--- config.mk ---
export PLATFORM = sky130hd
export DESIGN_NAME = multi_alarm_clock
export DESIGN_NICKNAME = d
export VERILOG_FILES = /design/src/rtl/alarm_clock_pkg.sv /design/src/rtl/bin2bcd_2d.sv /design/src/rtl/multi_alarm_clock.sv
export SDC_FILE = /design/constraint.sdc
export NUM_CORES = 1
export LEC_CHECK = 0
export CORE_UTILIZATION = 45
export CTS_CLUSTER_DIAMETER = 150
export DETAILED_ROUTE_END_ITERATION = 8
export HOLD_SLACK_MARGIN = 0.05
export PLACE_DENSITY = 0.73
export SYNTH_ARGS = -nofsm -noshare
export SYNTH_HDL_FRONTEND = slang
export SYNTH_SLANG_ARGS = --single-unit
export TNS_END_PERCENT = 20
--- constraint.sdc ---
create_clock -name clk -period 8.25 [get_ports clk]
set_input_delay 0.825 -clock clk [delete_from_list [all_inputs] [get_ports clk]]
set_output_delay 0.825 -clock clk [all_outputs]
set_load 0.005 [all_outputs]
--- src/rtl/alarm_clock_pkg.sv ---
// Shared types, widths and helpers for the multi-alarm clock core.
package alarm_clock_pkg;

  typedef enum logic [1:0] {
    MODE_RUN       = 2'd0,
    MODE_SET_TIME  = 2'd1,
    MODE_SET_ALARM = 2'd2
  } mode_e;

  typedef enum logic [1:0] {
    IDLE   = 2'd0,
    RING   = 2'd1,
    SNOOZE = 2'd2
  } state_e;

  localparam int unsigned HR_W  = 5;
  localparam int unsigned MIN_W = 6;
  localparam int unsigned SEC_W = 6;
  localparam int unsigned CNT_W = 12;

  // dir=1 steps up, dir=0 steps down; wraps between 0 and max.
  function automatic logic [5:0] inc_wrap(input logic [5:0] value,
                                          input logic [5:0] max,
                                          input logic       dir);
    if (dir) return (value == max) ? 6'd0 : value + 6'd1;
    else     return (value == 6'd0) ? max : value - 6'd1;
  endfunction

endpackage

--- src/rtl/bin2bcd_2d.sv ---
// Combinational 0..63 binary to two BCD digits {tens, units}.
module bin2bcd_2d (
  input  logic [5:0] bin,
  output logic [7:0] bcd
);

  logic [5:0] rem;
  logic [3:0] tens;

  always_comb begin
    rem  = bin;
    tens = '0;
    for (int unsigned i = 0; i < 6; i++) begin
      if (rem >= 6'd10) begin
        rem  = rem - 6'd10;
        tens = tens + 4'd1;
      end
    end
    bcd = {tens, 4'(rem)};
  end

endmodule

--- src/rtl/multi_alarm_clock.sv ---
// 24-hour clock with NUM_ALARMS alarms, adjust modes and ring/snooze/auto-stop FSM.
module multi_alarm_clock
  import alarm_clock_pkg::*;
#(
  parameter int unsigned NUM_ALARMS = 2,
  parameter int unsigned SNOOZE_MIN = 5,
  parameter int unsigned RING_MIN   = 1,
  localparam int unsigned SEL_W     = (NUM_ALARMS > 1) ? $clog2(NUM_ALARMS) : 1
) (
  input  logic                  clk,
  input  logic                  rst,
  input  logic                  tick,
  input  logic [1:0]            mode,
  input  logic [SEL_W-1:0]      sel_alarm,
  input  logic                  field,
  input  logic                  up,
  input  logic                  down,
  input  logic [NUM_ALARMS-1:0] alarm_en,
  input  logic                  snooze,
  input  logic                  stop,
  output logic [HR_W-1:0]       hours,
  output logic [MIN_W-1:0]      minutes,
  output logic [SEC_W-1:0]      seconds,
  output logic [15:0]           disp_bcd,
  output logic                  ringing,
  output logic [SEL_W-1:0]      ring_id
);

  localparam logic [CNT_W-1:0] SNOOZE_LOAD = CNT_W'(SNOOZE_MIN * 60);
  localparam logic [CNT_W-1:0] RING_LOAD   = CNT_W'(RING_MIN * 60);

  logic [HR_W-1:0]  hours_q, hours_d;
  logic [MIN_W-1:0] minutes_q, minutes_d;
  logic [SEC_W-1:0] seconds_q, seconds_d;
  logic [HR_W-1:0]  alm_hr_q  [NUM_ALARMS];
  logic [HR_W-1:0]  alm_hr_d  [NUM_ALARMS];
  logic [MIN_W-1:0] alm_min_q [NUM_ALARMS];
  logic [MIN_W-1:0] alm_min_d [NUM_ALARMS];

  state_e           state_q, state_d;
  logic [SEL_W-1:0] ring_id_q, ring_id_d;
  logic [CNT_W-1:0] ring_cnt_q, ring_cnt_d;
  logic [CNT_W-1:0] snz_cnt_q, snz_cnt_d;
  logic             ringing_q;
  logic [15:0]      disp_q, disp_d;

  mode_e            mode_eff;
  logic             adj, sel_ok, rollover, hit, trigger;
  logic [SEL_W-1:0] hit_idx;
  logic [HR_W-1:0]  disp_hr;
  logic [MIN_W-1:0] disp_min;
  logic [7:0]       hr_bcd, min_bcd;

  assign mode_eff = (mode == 2'd3) ? MODE_RUN : mode_e'(mode);
  assign adj      = up ^ down;
  assign sel_ok   = 32'(sel_alarm) < NUM_ALARMS;

  // Time and alarm register updates.
  always_comb begin
    hours_d   = hours_q;
    minutes_d = minutes_q;
    seconds_d = seconds_q;
    alm_hr_d  = alm_hr_q;
    alm_min_d = alm_min_q;
    rollover  = 1'b0;
    if (mode_eff == MODE_SET_TIME) begin
      seconds_d = '0;
      if (adj) begin
        if (field) hours_d   = HR_W'(inc_wrap({1'b0, hours_q}, 6'd23, up));
        else       minutes_d = inc_wrap(minutes_q, 6'd59, up);
      end
    end else begin
      if (tick) begin
        if (seconds_q == 6'd59) begin
          seconds_d = '0;
          rollover  = 1'b1;
          minutes_d = inc_wrap(minutes_q, 6'd59, 1'b1);
          if (minutes_q == 6'd59)
            hours_d = HR_W'(inc_wrap({1'b0, hours_q}, 6'd23, 1'b1));
        end else begin
          seconds_d = seconds_q + 6'd1;
        end
      end
      if (mode_eff == MODE_SET_ALARM && adj && sel_ok) begin
        if (field) alm_hr_d[sel_alarm] = HR_W'(inc_wrap({1'b0, alm_hr_q[sel_alarm]}, 6'd23, up));
        else       alm_min_d[sel_alarm] = inc_wrap(alm_min_q[sel_alarm], 6'd59, up);
      end
    end
  end

  // Lowest enabled alarm matching the new HH:MM wins.
  always_comb begin
    hit     = 1'b0;
    hit_idx = '0;
    for (int unsigned i = 0; i < NUM_ALARMS; i++) begin
      if (!hit && alarm_en[i] && alm_hr_q[i] == hours_d && alm_min_q[i] == minutes_d) begin
        hit     = 1'b1;
        hit_idx = SEL_W'(i);
      end
    end
  end

  assign trigger = hit && tick && rollover && (mode_eff == MODE_RUN);

  always_comb begin
    state_d    = state_q;
    ring_id_d  = ring_id_q;
    ring_cnt_d = ring_cnt_q;
    snz_cnt_d  = snz_cnt_q;
    if (mode_eff != MODE_RUN) begin
      state_d = IDLE;
    end else begin
      case (state_q)
        IDLE: begin
          if (trigger) begin
            state_d    = RING;
            ring_id_d  = hit_idx;
            ring_cnt_d = '0;
          end
        end
        RING: begin
          if (!alarm_en[ring_id_q] || stop) begin
            state_d = IDLE;
          end else if (snooze) begin
            state_d   = SNOOZE;
            snz_cnt_d = SNOOZE_LOAD;
          end else if (tick) begin
            ring_cnt_d = ring_cnt_q + 1'b1;
            if (ring_cnt_d == RING_LOAD) state_d = IDLE;
          end
        end
        SNOOZE: begin
          if (!alarm_en[ring_id_q] || stop) begin
            state_d = IDLE;
          end else if (tick) begin
            snz_cnt_d = snz_cnt_q - 1'b1;
            if (snz_cnt_d == '0) begin
              state_d    = RING;
              ring_cnt_d = '0;
            end
          end
        end
        default: state_d = IDLE;
      endcase
    end
  end

  always_comb begin
    disp_hr  = hours_q;
    disp_min = minutes_q;
    if (mode_eff == MODE_SET_ALARM) begin
      disp_hr  = sel_ok ? alm_hr_q[sel_alarm]  : '0;
      disp_min = sel_ok ? alm_min_q[sel_alarm] : '0;
    end
    disp_d = {hr_bcd, min_bcd};
  end

  bin2bcd_2d u_hr_bcd  (.bin({1'b0, disp_hr}), .bcd(hr_bcd));
  bin2bcd_2d u_min_bcd (.bin(disp_min),        .bcd(min_bcd));

  always_ff @(posedge clk or negedge rst) begin
    if (!rst) begin
      hours_q    <= '0;
      minutes_q  <= '0;
      seconds_q  <= '0;
      for (int unsigned i = 0; i < NUM_ALARMS; i++) begin
        alm_hr_q[i]  <= '0;
        alm_min_q[i] <= '0;
      end
      state_q    <= IDLE;
      ring_id_q  <= '0;
      ring_cnt_q <= '0;
      snz_cnt_q  <= '0;
      ringing_q  <= 1'b0;
      disp_q     <= '0;
    end else begin
      hours_q    <= hours_d;
      minutes_q  <= minutes_d;
      seconds_q  <= seconds_d;
      alm_hr_q   <= alm_hr_d;
      alm_min_q  <= alm_min_d;
      state_q    <= state_d;
      ring_id_q  <= ring_id_d;
      ring_cnt_q <= ring_cnt_d;
      snz_cnt_q  <= snz_cnt_d;
      ringing_q  <= (state_d == RING);
      disp_q     <= disp_d;
    end
  end

  assign hours    = hours_q;
  assign minutes  = minutes_q;
  assign seconds  = seconds_q;
  assign disp_bcd = disp_q;
  assign ringing  = ringing_q;
  assign ring_id  = ring_id_q;

endmodule

======== Yosys cells after proc, flatten, opt, wreduce, memory -nomap -nowiden ========
Index checks and enable logic that the tools add are counted.
cells by class
  add/sub/neg operators ................... 33
  magnitude comparators ................... 15
  eq/ne operators ......................... 24
  mux-type cells .......................... 102
  bitwise gates (word level) .............. 5
  reductions and logical operators ........ 29
operator list
  kind                                                               number
  two-way mux 6 bit                                                  32
  two-way mux 12 bit                                                 11
  two-way mux 5 bit                                                  20
  greater-or-equal comparator 6 x 4 -> 1 bit, second input constant  11
  subtractor 6 x 4 -> 6 bit, second input constant                   9
  two-way mux 4 bit                                                  12
  one-hot mux 12 bit (3 select lines)                                1
  adder 4 x 1 -> 4 bit, second input constant                        8
  one-hot mux 12 bit (2 select lines)                                1
  two-way mux 2 bit                                                  10
  adder 6 x 1 -> 6 bit, second input constant                        3
  equality test 6 bit, second input constant                         3
  inequality test 2 bit, second input constant                       8
  adder 12 x 1 -> 12 bit, second input constant                      1
  bitwise mux 12 bit                                                 1
  equality test 12 x 6 -> 1 bit, second input constant               1
  equality test 6 bit                                                2
  logical NOT 12 bit                                                 1
  logical NOT 6 bit                                                  2
  subtractor 12 x 1 -> 12 bit, second input constant                 1
  subtractor 6 x 1 -> 6 bit, second input constant                   2
  adder 5 x 1 -> 5 bit, second input constant                        2
  bitwise mux 10 bit                                                 1
  equality test 5 bit                                                2
  other kinds (28)                                                   63
word-level totals
  register bits ........................... 83
  bits of input ports ..................... 13
  output and inout port bits .............. 35
  logic and storage cells ................. 221

======== Longest topological paths before layout ========
  depth in word-level cells ............... 22
  gate-level depth with buffers ........... 37
  mapped depth without buffers ............ 35

======== Cells and area by module ========
From an unflattened synthesis, not the netlist that was laid out.
second synthesis, totals
  cells, all modules ...................... 1,121
  area, all modules ....................... 9,267.6 um^2
modules (own cells, without submodules)
  module             instances  cells each  area each (um^2)  seq. area each (um^2)
  multi_alarm_clock  1          713         6,159.7           2,077.0
  bin2bcd_2d         2          204         1,554.0           0.0

======== Worst setup path after synthesis ========
Ideal clock, no wire load.
  path type ............................... input to register
  start ................................... in mode[0]
  end ..................................... reg disp_q[13], in the netlist disp_bcd[13]
  library setup time ...................... 0.125 ns
  arrival time ............................ 7.224 ns
  data required time ...................... 8.125 ns
  setup slack ............................. 0.901 ns
  cell stages on the path ................. 35
  path buffers ............................ 4
  cells stage by stage .................... inv_1 -> ha_1 -> buf_2 -> buf_4 -> buf_2 -> a21o_1 -> buf_4 -> inv_1 -> ha_1 -> o2bb2a_2 -> nand3_1 -> a21oi_1 -> nor2_1 -> a21oi_1 -> ha_1 -> and2_1 -> a21oi_1 -> o21ai_1 -> inv_1 -> mux2_2 -> ha_1 -> a41oi_1 -> o32a_1 -> nand3_4 -> xnor2_4 -> inv_2 -> ha_1 -> nand2_1 -> o211ai_1 -> a21boi_2 -> mux2_2 -> ha_1 -> mux2_4 -> ha_1 -> mux2_2
between the ends
  cells in the longest elaborated chain, start to end .. 16
  elaborated cells between the ends (all ways) .. 31
  those cells by class .................... 10 x add/sub; 6 x order compare; 2 x eq/ne; 13 x mux
ends and longest elaborated chain
  item                                                                                            line                                text
  start, declared                                                                                 multi_alarm_clock.sv:13             input logic [1:0] mode,
  equality test 2 bit                                                                             multi_alarm_clock.sv:54             assign mode_eff = (mode == 2'd3) ? MODE_RUN : mode_e'(mode);
  two-way mux 2 bit *                                                                             multi_alarm_clock.sv:54
  equality test 2 bit *                                                                           multi_alarm_clock.sv:151            if (mode_eff == MODE_SET_ALARM) begin
  two-way mux 5 bit *                                                                             multi_alarm_clock.sv:151
  subtractor 5 x 4 -> 6 bit / greater-or-equal comparator 5 x 4 -> 1 bit (equally long branches)  bin2bcd_2d.sv:15, bin2bcd_2d.sv:14
  two-way mux 6 bit / two-way mux 1 bit (equally long branches)                                   bin2bcd_2d.sv:14                    if (rem >= 6'd10) begin
  subtractor 6 x 4 -> 6 bit, or another cell as far along                                         bin2bcd_2d.sv:15                    rem = rem - 6'd10;
  two-way mux 6 bit / two-way mux 4 bit (equally long branches)                                   bin2bcd_2d.sv:14
  subtractor 6 x 4 -> 6 bit, or another cell as far along                                         bin2bcd_2d.sv:15
  two-way mux 6 bit / two-way mux 4 bit (equally long branches)                                   bin2bcd_2d.sv:14
  subtractor 6 x 4 -> 6 bit, or another cell as far along                                         bin2bcd_2d.sv:15
  two-way mux 6 bit / two-way mux 4 bit (equally long branches)                                   bin2bcd_2d.sv:14
  subtractor 6 x 4 -> 6 bit, or another cell as far along                                         bin2bcd_2d.sv:15
  two-way mux 6 bit / two-way mux 4 bit (equally long branches)                                   bin2bcd_2d.sv:14
  greater-or-equal comparator 6 x 4 -> 1 bit / adder 4 x 1 -> 4 bit (equally long branches)       bin2bcd_2d.sv:14, bin2bcd_2d.sv:16
  two-way mux 4 bit *                                                                             bin2bcd_2d.sv:14
  named net hr_bcd[5]                                                                             multi_alarm_clock.sv:52             logic [7:0] hr_bcd, min_bcd;
  end signal, assigned                                                                            multi_alarm_clock.sv:187            disp_q <= disp_d;
  end, declared                                                                                   multi_alarm_clock.sv:45             logic [15:0] disp_q, disp_d;
Mark *: on every way through the listed nets, which the timed path passes. The rest lies on a longest branch.
A chain may end at the register's enable or synchronous reset.

======== Final worst setup path ========
Ends and elaborated chain as after synthesis.

==> results.json <==
{
  "status": "completed",
  "n_antenna_cell": 0,
  "period_minus_slack_ns": 7.834,
  "syn-cell-area_um2": 8300,
  "syn_nets": 1019,
  "dpl.hpwl_um": 14920,
  "cpPeakStageDelay_ns": 0.49,
  "cp_max_fo": 11,
  "clk_pin_slew_worst_paths_ns": 0.06,
  "globalplace.congestion": 0.9300,
  "wl_um": 20210,
  "grt.total_usage_pct": 22.32,
  "grt_pass1_wl_um": 33580,
  "dieArea_um2": 18990,
  "finalMaxSlewViolations": 0,
  "initial_utilization_pct": 46.05,
  "clock_skew_ns": 0.006792,
  "maxSlewHeadroom_pct": 31.30,
  "synth.ff_latch_count": 83,
  "cp.required_ns": 8.49,
  "critPathLaunchType": "primary input",
  "antenna_found_initial": 0,
  "cp.arrival_ns": 8.07,
  "max-cap-violations": 0,
  "setup_violations": 0,
  "avgSynthCellArea_um2": 8.575,
  "yosysSeqAreaShare_pct": 25.02,
  "synth-edff-count": 0,
  "clock_latency_ns": 0.36,
  "io_pins": 48,
  "cts-root-buf": "clkbuf_16",
  "cpMostUsedCell": "ha_1",
  "portBuffers": 47,
  "async_flop_share_pct": 100.0,
  "drt-vias-per-instance": 5.986,
  "via_count": 7429,
  "final_cell_mix": "dfrtp_1, nand2_1, o21ai_0, nor2_1, a21oi_1",
  "drc_errors": 0,
  "grt_max_degree": 60,
  "ys_types": 107,
  "wl_per_cell_um": 16.28,
  "worstSetupPathType": "primary input to flip-flop",
  "slowest_stage": "clkdlybuf4s50_1",
  "worst_pin_slew_ns": 1.031,
  "cts.sinks": 83,
  "area_delta_synth_final_pct": 12.42,
  "htree_num_levels": 3,
  "firstDrtPassIters": 5,
  "layout_commonest_cell": "dfrtp_1",
  "syn-instance-count": 968,
  "holdCritPathClass": "primary input to async pin",
  "rows": 49,
  "grt_pass1_vias": 6813,
  "numCtsBuffers": 9,
  "ys_warn_count": 0,
  "grt_overflow": 0,
  "fin_setup_tns_ns": 0,
  "antenna_left": 0,
  "synthFlopType": "dfrtp_1",
  "num-nets-final": 1058,
  "core_um2": 18020,
  "cts_max_path_buffers": 2,
  "die_y_um": 137.8,
  "drt-initial-drc-count": 688,
  "nFillCells": 1702,
  "drive_above_1_share_pct": 14.13,
  "fmax_ghz": 0.1277,
  "dieWidth_um": 137.8,
  "worst_setup_path_end_kind": "flip-flop",
  "hold_viol": 0,
  "tritoncts": "done",
  "finalCritPeriodShare_pct": 94.95
}
cells by family (layout without fill, tap and decap cells):
group / after synthesis / count (layout) / share of synthesized area (%)
AOI/OAI and AO/OA: 303 / 303 / 27.15
and+or+nand+nor: 330 / 330 / 20.98
xor gates and xnor gates: 63 / 63 / 7.205
DFF: 83 / 83 / 25.02
buffers and inverters: 92 / 136 / 4.793
muxes: 59 / 59 / 9.119
adders and majority gates: 38 / 38 / 5.728
worst paths after layout:
kind	start	end	slack [ns]	cells past startpoint
max	mode[0]	disp_bcd[13]	0.42	33
min	rst	seconds[5]	0.37	1
max reg2reg	alm_hr_q[1]	disp_bcd[13]	1.19	30
min reg2reg	snz_cnt_q[11]	snz_cnt_q[11]	0.50	1
max in group asynchronous	rst	alm_min_q[9]	6.80	2
min in group clk	snz_cnt_q[11]	snz_cnt_q[11]	0.50	1
what timing repair did:
action	CTS	global route
hold buffers	0	0
endpoints found under the setup margin	0	4
resized for setup	0	2
endpoints found under the hold margin	0	0
setup buffers	0	3
registers in the layout, indices dropped and copies added (netlist names):
signal and cells:
hours 5, ringing 1, ring_cnt_q 12, disp_bcd 16
ring_id 1, alm_hr_q 10, minutes 6, state_q 2
seconds 6, snz_cnt_q 12, alm_min_q 12
Yosys cell counts (11+ instances only):
cell	count	area [um2]
and3_1	22	137.6
o21ai_0	69	345.3
clkbuf_1	26	97.59
nand3_1	36	180.2
xor2_1	19	166.4
mux2i_1	13	130.1
nand2_1	75	281.5
nand2b_1	16	100.1
mux2_2	31	349.1
dfrtp_1	83	2077
nor3_1	25	125.1
inv_1	47	176.4
nor2b_1	12	75.07
o31ai_1	11	82.58
ha_1	38	475.5
nor2_1	64	240.2
a21oi_1	61	305.3
xnor2_1	41	359.1
and2_1	12	75.07
a31oi_1	13	81.33
area by class of cell:
type                            instances  area, um2  share of cell area (%)
Tap cell                              229      286.5                   3.071
Sequential cell                        83       2077                   22.26
Clock inverter                          3      45.04                  0.4827
Inverter                               53      198.9                   2.132
Timing Repair Buffer                   67      618.1                   6.624
Clock buffer                           13      270.3                   2.896
Multi-Input combinational cell        793       5836                   62.54
stage by stage:
stage | hold slack [ns] | utilization (%) | cells | cell area, um2 | worst slack [ns]
detailed placement | 0.4992 | 49.84 | 1222 | 8984 | -0.09075
global placement | 0.4940 | 49.84 | 1222 | 8984 | 0.1522
finish | 0.3682 | 51.77 | 1241 | 9331 | 0.4165
floorplan | 0.4619 | - | 968 | 8300 | 0.9010
CTS | 0.3757 | 51.59 | 1238 | 9299 | 0.2531
global route | 0.3857 | 51.77 | 1241 | 9331 | -0.02574
per-layer routing:
metal,share of wire (%),routed length [um],vias to the layer above,global-route usage [%]
met5,0,0,-,0
met2,46,9334,208,35.54
met3,5.7,1142,19,5.408
met4,0.96,193,0,4.831
li1,-,-,3676,-
met1,47,9537,3526,30.44
worst max-delay path, delay by kind of cell:
kind                     cells  cell delay, ns
buffers and inverters        6            1.04
multiplexers                 4            1.25
AO/OA/AOI/OAI               10            2.23
XOR/XNOR                     1            0.31
AND/OR/NAND/NOR              5            0.72
adder cells (fa/ha/maj)      7            1.69
Power is left out: the tool's default activity adds up to more than one toggle a clock period on the data nets, which glitch-free logic cannot reach.
